$ cat config.mk
export PLATFORM = sky130hd
export DESIGN_NAME = start_sprite_fetch
export DESIGN_NICKNAME = d
export VERILOG_FILES = /design/src/rtl/start_sprite_fetch.sv
export SDC_FILE = /design/constraint.sdc
export NUM_CORES = 1
export LEC_CHECK = 0
export BUFFER_PORTS_ARGS = -buffer_cell sky130_fd_sc_hd__buf_2
export CORE_MARGIN = 2
export CORE_UTILIZATION = 35
export CTS_CLUSTER_SIZE = 8
export DETAILED_ROUTE_END_ITERATION = 10
export PLACE_DENSITY = 0.65
export SKIP_CTS_REPAIR_TIMING = 1
export SYNTH_ARGS = -nofsm -noshare
export SYNTH_HDL_FRONTEND = slang
export SYNTH_SLANG_ARGS = --single-unit
$ cat constraint.sdc
create_clock -name clk -period 3.23 [get_ports clk]
set_clock_uncertainty 0.15 [all_clocks]
set_input_delay 0.323 -clock clk [delete_from_list [all_inputs] [get_ports clk]]
set_output_delay 0.323 -clock clk [all_outputs]
set_load 0.05 [all_outputs]
$ cat src/rtl/start_sprite_fetch.sv
// start_sprite_fetch
// Feeds the start-screen colour decoder: maps VGA pixel coordinates onto an
// upscaled sprite window, addresses a synchronous 4-bit colour-index ROM and
// returns a pixel-aligned colour index. It also generates a frame-synchronous
// blink flag (is_b) that selects the decoder's alternate palette.
//
// Pipeline (advances only on pix_en):
//   stage 0 (comb)   : window test + texel address
//   stage 1 (reg)    : rom_addr, window flag, valid flag
//   stage 2 (reg)    : colour index (ROM data masked by window), in_sprite,
//                      out_valid
// Because rom_addr is held while pix_en is low, rom_data stays stable during
// a stall and stage 2 captures the right texel whenever the next tick comes.
module start_sprite_fetch #(
    parameter int unsigned SPR_X        = 192,
    parameter int unsigned SPR_Y        = 112,
    parameter int unsigned SPR_W        = 128,
    parameter int unsigned SPR_H        = 64,
    parameter int unsigned SCALE_SH     = 1,
    parameter int unsigned ADDR_W       = 13,
    parameter int unsigned BLINK_FRAMES = 30
) (
    input  logic              clk,
    input  logic              rst_n,
    input  logic              pix_en,
    input  logic [9:0]        h_cnt,
    input  logic [9:0]        v_cnt,
    input  logic              vid_valid,
    input  logic              frame_start,
    input  logic              blink_en,
    output logic [ADDR_W-1:0] rom_addr,
    input  logic [3:0]        rom_data,
    output logic [3:0]        start_color_index,
    output logic              is_b,
    output logic              out_valid,
    output logic              in_sprite
);

    // Window bounds are compared at 11 bits so that the exclusive upper edge
    // cannot wrap even when the window touches the end of the 10-bit range.
    localparam logic [10:0] X_LO = 11'(SPR_X);
    localparam logic [10:0] X_HI = 11'(SPR_X + (SPR_W << SCALE_SH));
    localparam logic [10:0] Y_LO = 11'(SPR_Y);
    localparam logic [10:0] Y_HI = 11'(SPR_Y + (SPR_H << SCALE_SH));

    // Offsets for the texel subtraction, at the coordinate width.
    localparam logic [9:0] X_OFF = 10'(SPR_X);
    localparam logic [9:0] Y_OFF = 10'(SPR_Y);

    // Row stride at address width; the product is naturally truncated to
    // ADDR_W, which is the intended address wrap.
    localparam logic [ADDR_W-1:0] ROW_STRIDE = ADDR_W'(SPR_W);

    // Terminal value of the frame counter before is_b toggles.
    localparam logic [7:0] BLINK_LAST = 8'(BLINK_FRAMES - 1);

    // ------------------------------------------------------------------
    // Stage 0 signals
    // ------------------------------------------------------------------
    logic              win_s;
    logic [9:0]        dx_s;
    logic [9:0]        dy_s;
    logic [9:0]        tx_s;
    logic [9:0]        ty_s;
    logic [ADDR_W-1:0] addr_s;

    // ------------------------------------------------------------------
    // Pipeline registers
    // ------------------------------------------------------------------
    logic [ADDR_W-1:0] rom_addr_q,  rom_addr_d;
    logic              s1_win_q,    s1_win_d;
    logic              s1_vld_q,    s1_vld_d;
    logic [3:0]        idx_q,       idx_d;
    logic              in_sprite_q, in_sprite_d;
    logic              out_valid_q, out_valid_d;

    // ------------------------------------------------------------------
    // Blink state
    // ------------------------------------------------------------------
    logic [7:0] fcnt_q, fcnt_d;
    logic       is_b_q, is_b_d;

    // Window test and texel address; subtractions only happen inside the
    // window so an out-of-window coordinate can never produce a wrapped address.
    always_comb begin
        win_s = vid_valid
             && ({1'b0, h_cnt} >= X_LO) && ({1'b0, h_cnt} < X_HI)
             && ({1'b0, v_cnt} >= Y_LO) && ({1'b0, v_cnt} < Y_HI);
        dx_s   = 10'd0;
        dy_s   = 10'd0;
        tx_s   = 10'd0;
        ty_s   = 10'd0;
        addr_s = '0;
        if (win_s) begin
            dx_s   = h_cnt - X_OFF;
            dy_s   = v_cnt - Y_OFF;
            tx_s   = dx_s >> SCALE_SH;
            ty_s   = dy_s >> SCALE_SH;
            addr_s = (ADDR_W'(ty_s) * ROW_STRIDE) + ADDR_W'(tx_s);
        end else begin
            addr_s = '0;
        end
    end

    // Next-state for both pipeline stages: advance on pix_en, hold otherwise.
    always_comb begin
        rom_addr_d  = rom_addr_q;
        s1_win_d    = s1_win_q;
        s1_vld_d    = s1_vld_q;
        idx_d       = idx_q;
        in_sprite_d = in_sprite_q;
        out_valid_d = out_valid_q;
        if (pix_en) begin
            rom_addr_d  = addr_s;
            s1_win_d    = win_s;
            s1_vld_d    = vid_valid;
            idx_d       = s1_win_q ? rom_data : 4'd0;
            in_sprite_d = s1_win_q;
            out_valid_d = s1_vld_q;
        end else begin
            rom_addr_d  = rom_addr_q;
            idx_d       = idx_q;
        end
    end

    // Next-state for the blink counter; it only moves on frame_start so is_b
    // can never change in the middle of a frame. A low blink_en clears, and
    // that clear takes priority over a toggle on the same frame_start.
    always_comb begin
        fcnt_d = fcnt_q;
        is_b_d = is_b_q;
        if (frame_start) begin
            if (!blink_en) begin
                fcnt_d = 8'd0;
                is_b_d = 1'b0;
            end else if (fcnt_q == BLINK_LAST) begin
                fcnt_d = 8'd0;
                is_b_d = ~is_b_q;
            end else begin
                fcnt_d = fcnt_q + 8'd1;
                is_b_d = is_b_q;
            end
        end else begin
            fcnt_d = fcnt_q;
            is_b_d = is_b_q;
        end
    end

    // Pipeline registers with synchronous active-low reset (flushes mid-frame).
    always_ff @(posedge clk) begin
        if (!rst_n) begin
            rom_addr_q  <= '0;
            s1_win_q    <= 1'b0;
            s1_vld_q    <= 1'b0;
            idx_q       <= 4'd0;
            in_sprite_q <= 1'b0;
            out_valid_q <= 1'b0;
        end else begin
            rom_addr_q  <= rom_addr_d;
            s1_win_q    <= s1_win_d;
            s1_vld_q    <= s1_vld_d;
            idx_q       <= idx_d;
            in_sprite_q <= in_sprite_d;
            out_valid_q <= out_valid_d;
        end
    end

    // Blink state registers with synchronous active-low reset.
    always_ff @(posedge clk) begin
        if (!rst_n) begin
            fcnt_q <= 8'd0;
            is_b_q <= 1'b0;
        end else begin
            fcnt_q <= fcnt_d;
            is_b_q <= is_b_d;
        end
    end

    assign rom_addr          = rom_addr_q;
    assign start_color_index = idx_q;
    assign in_sprite         = in_sprite_q;
    assign out_valid         = out_valid_q;
    assign is_b              = is_b_q;

endmodule

Word level (Yosys, flattened, before mapping)
Cells that the tools add are included.
{"block": "classes", "eq_ne": 2, "bitwise": 1, "n_addsub": 4, "reduce_logical": 5, "magnitude_cmp": 4, "muxes": 6}
{"operator": "$mux 8", "n": 2}
{"operator": "$add 13x9->13", "n": 1}
{"operator": "$mux 13", "n": 1}
{"operator": "$ge 10x7->1 const B", "n": 1}
{"operator": "$ge 10x8->1 const B", "n": 1}
{"operator": "$lt 10x8->1 const B", "n": 1}
{"operator": "$lt 10x9->1 const B", "n": 1}
{"operator": "$sub 10x8->10 const B", "n": 1}
{"operator": "$add 8x1->8 const B", "n": 1}
{"operator": "$eq 8x5->1 const B", "n": 1}
{"operator": "$sub 7x7->7 const B", "n": 1}
{"operator": "$logic_and 1x1->1", "n": 4}
{"operator": "$mux 4", "n": 1}
{"operator": "$mux 1", "n": 2}
{"operator": "$ne 2x1->1 const B", "n": 1}
{"operator": "$reduce_and 2->1", "n": 1}
{"operator": "$not 1->1", "n": 1}
{"block": "totals", "regBits": 30, "in_bits": 30}

Longest topological paths before layout
{"block": "logic_depth", "word_depth": 6, "ltp_mapped": 10}

Least setup slack after synthesis
Ideal clock, no wire load.
{"block": "synth_path", "path_type": "input-to-reg", "startpoint": "input port h_cnt[6]", "endpoint": "register rom_addr_q[11] (netlist: rom_addr[11])", "required_time_ns": 2.958, "path_slack_ns": 1.309, "cell_stages": 10, "arrival_time_ns": 1.648, "path_cell_list": "ha_1 xor2_1 inv_1 ha_1 inv_1 fa_1 nor2_1 nand2_1 xnor2_1 o21ai_0"}
{"block": "synth_between", "elab_chain_cells": 6, "elab_cells_between_ends": 9, "classes_between": "2 x add/sub; 2 x order compare; 1 x mux; 4 x reduce/logical"}
{"item": "from (decl)", "line_no": "26", "text": "input logic [9:0] h_cnt,"}
{"item": "parallel branches: the longest is 5 deep, another holds $add 13x9->13"}
{"item": "$mux 13 *", "line_no": "94", "text": "if (win_s) begin"}
{"item": "to (signal assigned)", "line_no": "159", "text": "rom_addr_q <= rom_addr_d;"}
{"item": "to (decl)", "line_no": "70", "text": "logic [ADDR_W-1:0] rom_addr_q, rom_addr_d;"}
Mark *: on every way between the ends.
A chain may end at the register's enable or synchronous reset.

Final worst setup path
Ends and elaborated chain as after synthesis.

==> metrics.csv <==
stage;metric;value;unit
drt;final wirelength;2790;um
floorplanning;initial core utilization;37.2;%
drt;via count;1136;
drt;antenna viol nets, final;0;
timing;Slew Limit Fails;0;
cts;CTS tree;done;
finish;final instance area;1760;sq um
global_routing;global-route wire length before repair;4690;um
floorplanning;die height;66.8;um
drt;vias per cell;4.71;
outcome;status;finished, final reports clean;
timing;relative slew slack;68.6;%
worst_setup_path;CP max stage delay;0.39;ns
finish;Layout area overhead;27.7;%
yosys;Unique masters post-synth;31;
worst_setup_path;Setup CP Type;in2reg;
global_routing;largest net degree at the start of global routing;15;
cts;Num CTS Buffers;5;
finish;Diodes inserted;0;
placed_design;placer congestion estimate;0.748;
cts;clk slew on worst S/H paths;0.06;ns
floorplanning;core area;3720;sq um
worst_hold_path;worst min-delay path class;in2reg;
worst_setup_path;cell chain of the critical path;buf_2 > ha_1 > xor2_1 > inv_1 > ha_1 > inv_1 > fa_1 > nor2_1 > nand2_1 > xnor2_1 > o21ai_0;
finish;register area;601;sq um
finish;# nets final;230;
cts;CTS sink cnt;30;
timing;final count of negative-setup-slack endpoints;0;
worst_setup_path;Worst EP required;3.24;ns
yosys;syn avg cell area;9.66;sq um
finish;area of the multi-input gates;728;sq um
timing;final hold viol count;0;
finish;proportion of layout cells with a drive suffix above 1;30.6;%
placed_design;Cell Area, Placed;1650;sq um
floorplanning;Die W;66.8;um
cts;htree depth;2;
placed_design;I/O Buffers;47;
cts;worst-skew pair later-pin latency;0.28;ns
worst_setup_path;CP Capture Type;flop;
worst_setup_path;CP max FO;4;
yosys;synth warn;0;
placed_design;DP HPWL;2020;um
timing;hold_ws;0.101;ns
worst_setup_path;Setup crit start kind;primary input;
finish;final core utilization;47.5;%
yosys;Mapped Area;1380;sq um
global_routing;initial antenna violation count;0;
floorplanning;# IOs;50;
global_routing;GRT Total Usage;14.1;%
cts;CTS root buffer;clkbuf_8;
yosys;Mapped Cells;143;
yosys;register area share after synthesis;43.5;%
pwr;LEAKAGE;0.000792;uW
pwr;post-layout power;809;uW
worst_setup_path;worst path arrival time;1.90;ns
pwr;Worst IR Drop VDD;0.000238;V
timing;fin crit period;1.89;ns
timing;TNS Setup;0;ns
global_routing;grt total ovfl;0;
timing;RSZ-0062 raised after global routing;false;
worst_setup_path;CP max-delay cell;fa_1;
pwr;Power Dens Cells;459;nW/um^2
drt;number of iterations in the first detailed-routing pass;3;
floorplanning;die area;4460;sq um
finish;fill cell count;366;
yosys;Net Count, Synth;181;
timing;achievable frequency;530;MHz
drt;post-route DRC violation count;0;
floorplanning;Rows;22;
yosys;#FFs+latches synth;30;
timing;Slew @ Worst Pin;0.471;ns
drt;drt wl/cell;11.6;um
global_routing;vias in the first global route;1077;
cts;Bufs on Longest Clock Path;2;
drt;initial DRC count;45;
timing;period utilisation layout;58.4;%
run;max-cap viol count;0;
path summary, 6_finish.rpt:
kind / startpoint / end / slack, ns / depth (start not counted)
setup / recovery: h_cnt[6] / rom_addr[11] / 1.34 / 11
hold / removal: h_cnt[4] / rom_addr[3] / 0.10 / 2
setup reg to reg: fcnt_q[2] / fcnt_q[1] / 1.67 / 4
hold reg to reg: rom_addr[12] / rom_addr[12] / 0.30 / 2
routing by layer:
metal | part of all wire, % | up-vias | track usage [%]
met1 | 49 | 522 | 16.6
li1 | - | 586 | -
met3 | 4.8 | 3 | 5.07
met5 | 0 | - | 0
met4 | 1.2 | 0 | 6.38
met2 | 45 | 25 | 22.6
per-stage QoR:
step / instances / setup slack, ns
after floorplan: 143 / 1.31
after global placement: 233 / 1.06
after detailed placement: 233 / 1.05
after CTS: 241 / 1.35
after global routing: 241 / 1.15
final: 241 / 1.34
layout make-up:
| class | count | share of cell area, % |
|---|---|---|
| Multi-Input combinational cell | 100 | 41.3 |
| Sequential cell | 30 | 34.0 |
| Timing Repair Buffer | 47 | 13.3 |
| Tap cell | 48 | 3.40 |
| Inverter | 8 | 1.70 |
| Clock buffer | 8 | 6.24 |
logic make-up (layout without fill, tap and decap cells):
logic type | Yosys count | after routing | share of synthesized area (%)
adder cells (fa/ha/maj) | 8 | 8 | 7.79
buffers and inverters | 13 | 63 | 3.80
multiplexers | 2 | 2 | 1.45
AO/OA/AOI/OAI | 26 | 26 | 13.7
XOR/XNOR | 15 | 15 | 9.51
flip-flops | 30 | 30 | 43.5
AND/OR/NAND/NOR | 49 | 49 | 20.3
cell usage after synthesis:
master	n	area, sq um
mux2i_1	2	20.0
a22o_1	7	61.3
a21oi_1	1	5.00
nand2_2	1	6.26
ha_1	7	87.6
inv_1	8	30.0
nor4b_4	1	23.8
and4_1	1	8.76
xnor2_1	8	70.1
nor2b_1	2	12.5
fa_1	1	20.0
nor4_1	1	6.26
and2b_1	1	7.51
nand2b_1	6	37.5
nor2_1	11	41.3
buf_2	3	15.0
nand3_1	6	30.0
a211oi_1	1	7.51
o21ai_0	6	30.0
and3_1	1	6.26
nand4_1	6	37.5
dfxtp_1	30	601
nor4_4	1	21.3
a41oi_1	1	8.76
a21o_1	1	7.51
o21ai_2	1	8.76
nand2_1	11	41.3
o21a_1	2	15.0
xor2_1	7	61.3
a21boi_0	6	45.0
clkbuf_1	2	7.51
sequential cells by signal, indices dropped and copies added (netlist names):
register / count
s1_vld_q: 1
rom_addr: 13
fcnt_q: 8
start_color_index: 4
out_valid: 1
is_b: 1
in_sprite: 1
s1_win_q: 1
report_power, final:
group	internal [uW]	leakage [uW]	switching, uW
clock network	215	0.0000575	139
registers	374	0.000242	3.19
logic	35.7	0.000492	43.0
placed cells by master, fill, tap and decap left out, drive strengths merged, types with 7 or more instances in the layout:
cell    netlist  layout
buf           3      47
dfxtp        30      30
nand2        12      12
nor2         11      11
inv           8       8
xnor2         8       8
clkbuf        2       8
xor2          7       7
a22o          7       7
ha            7       7
o21ai         7       7
worst max-delay path, delay by kind of cell:
kind | cells | cell delay (ns)
buffers and inverters | 3 | 0.24
adder cells (fa/ha/maj) | 3 | 0.76
AO/OA/AOI/OAI | 1 | 0.10
AND/OR/NAND/NOR | 2 | 0.17
XOR/XNOR | 2 | 0.30
No activity file was read; power rests on OpenSTA's default activity.
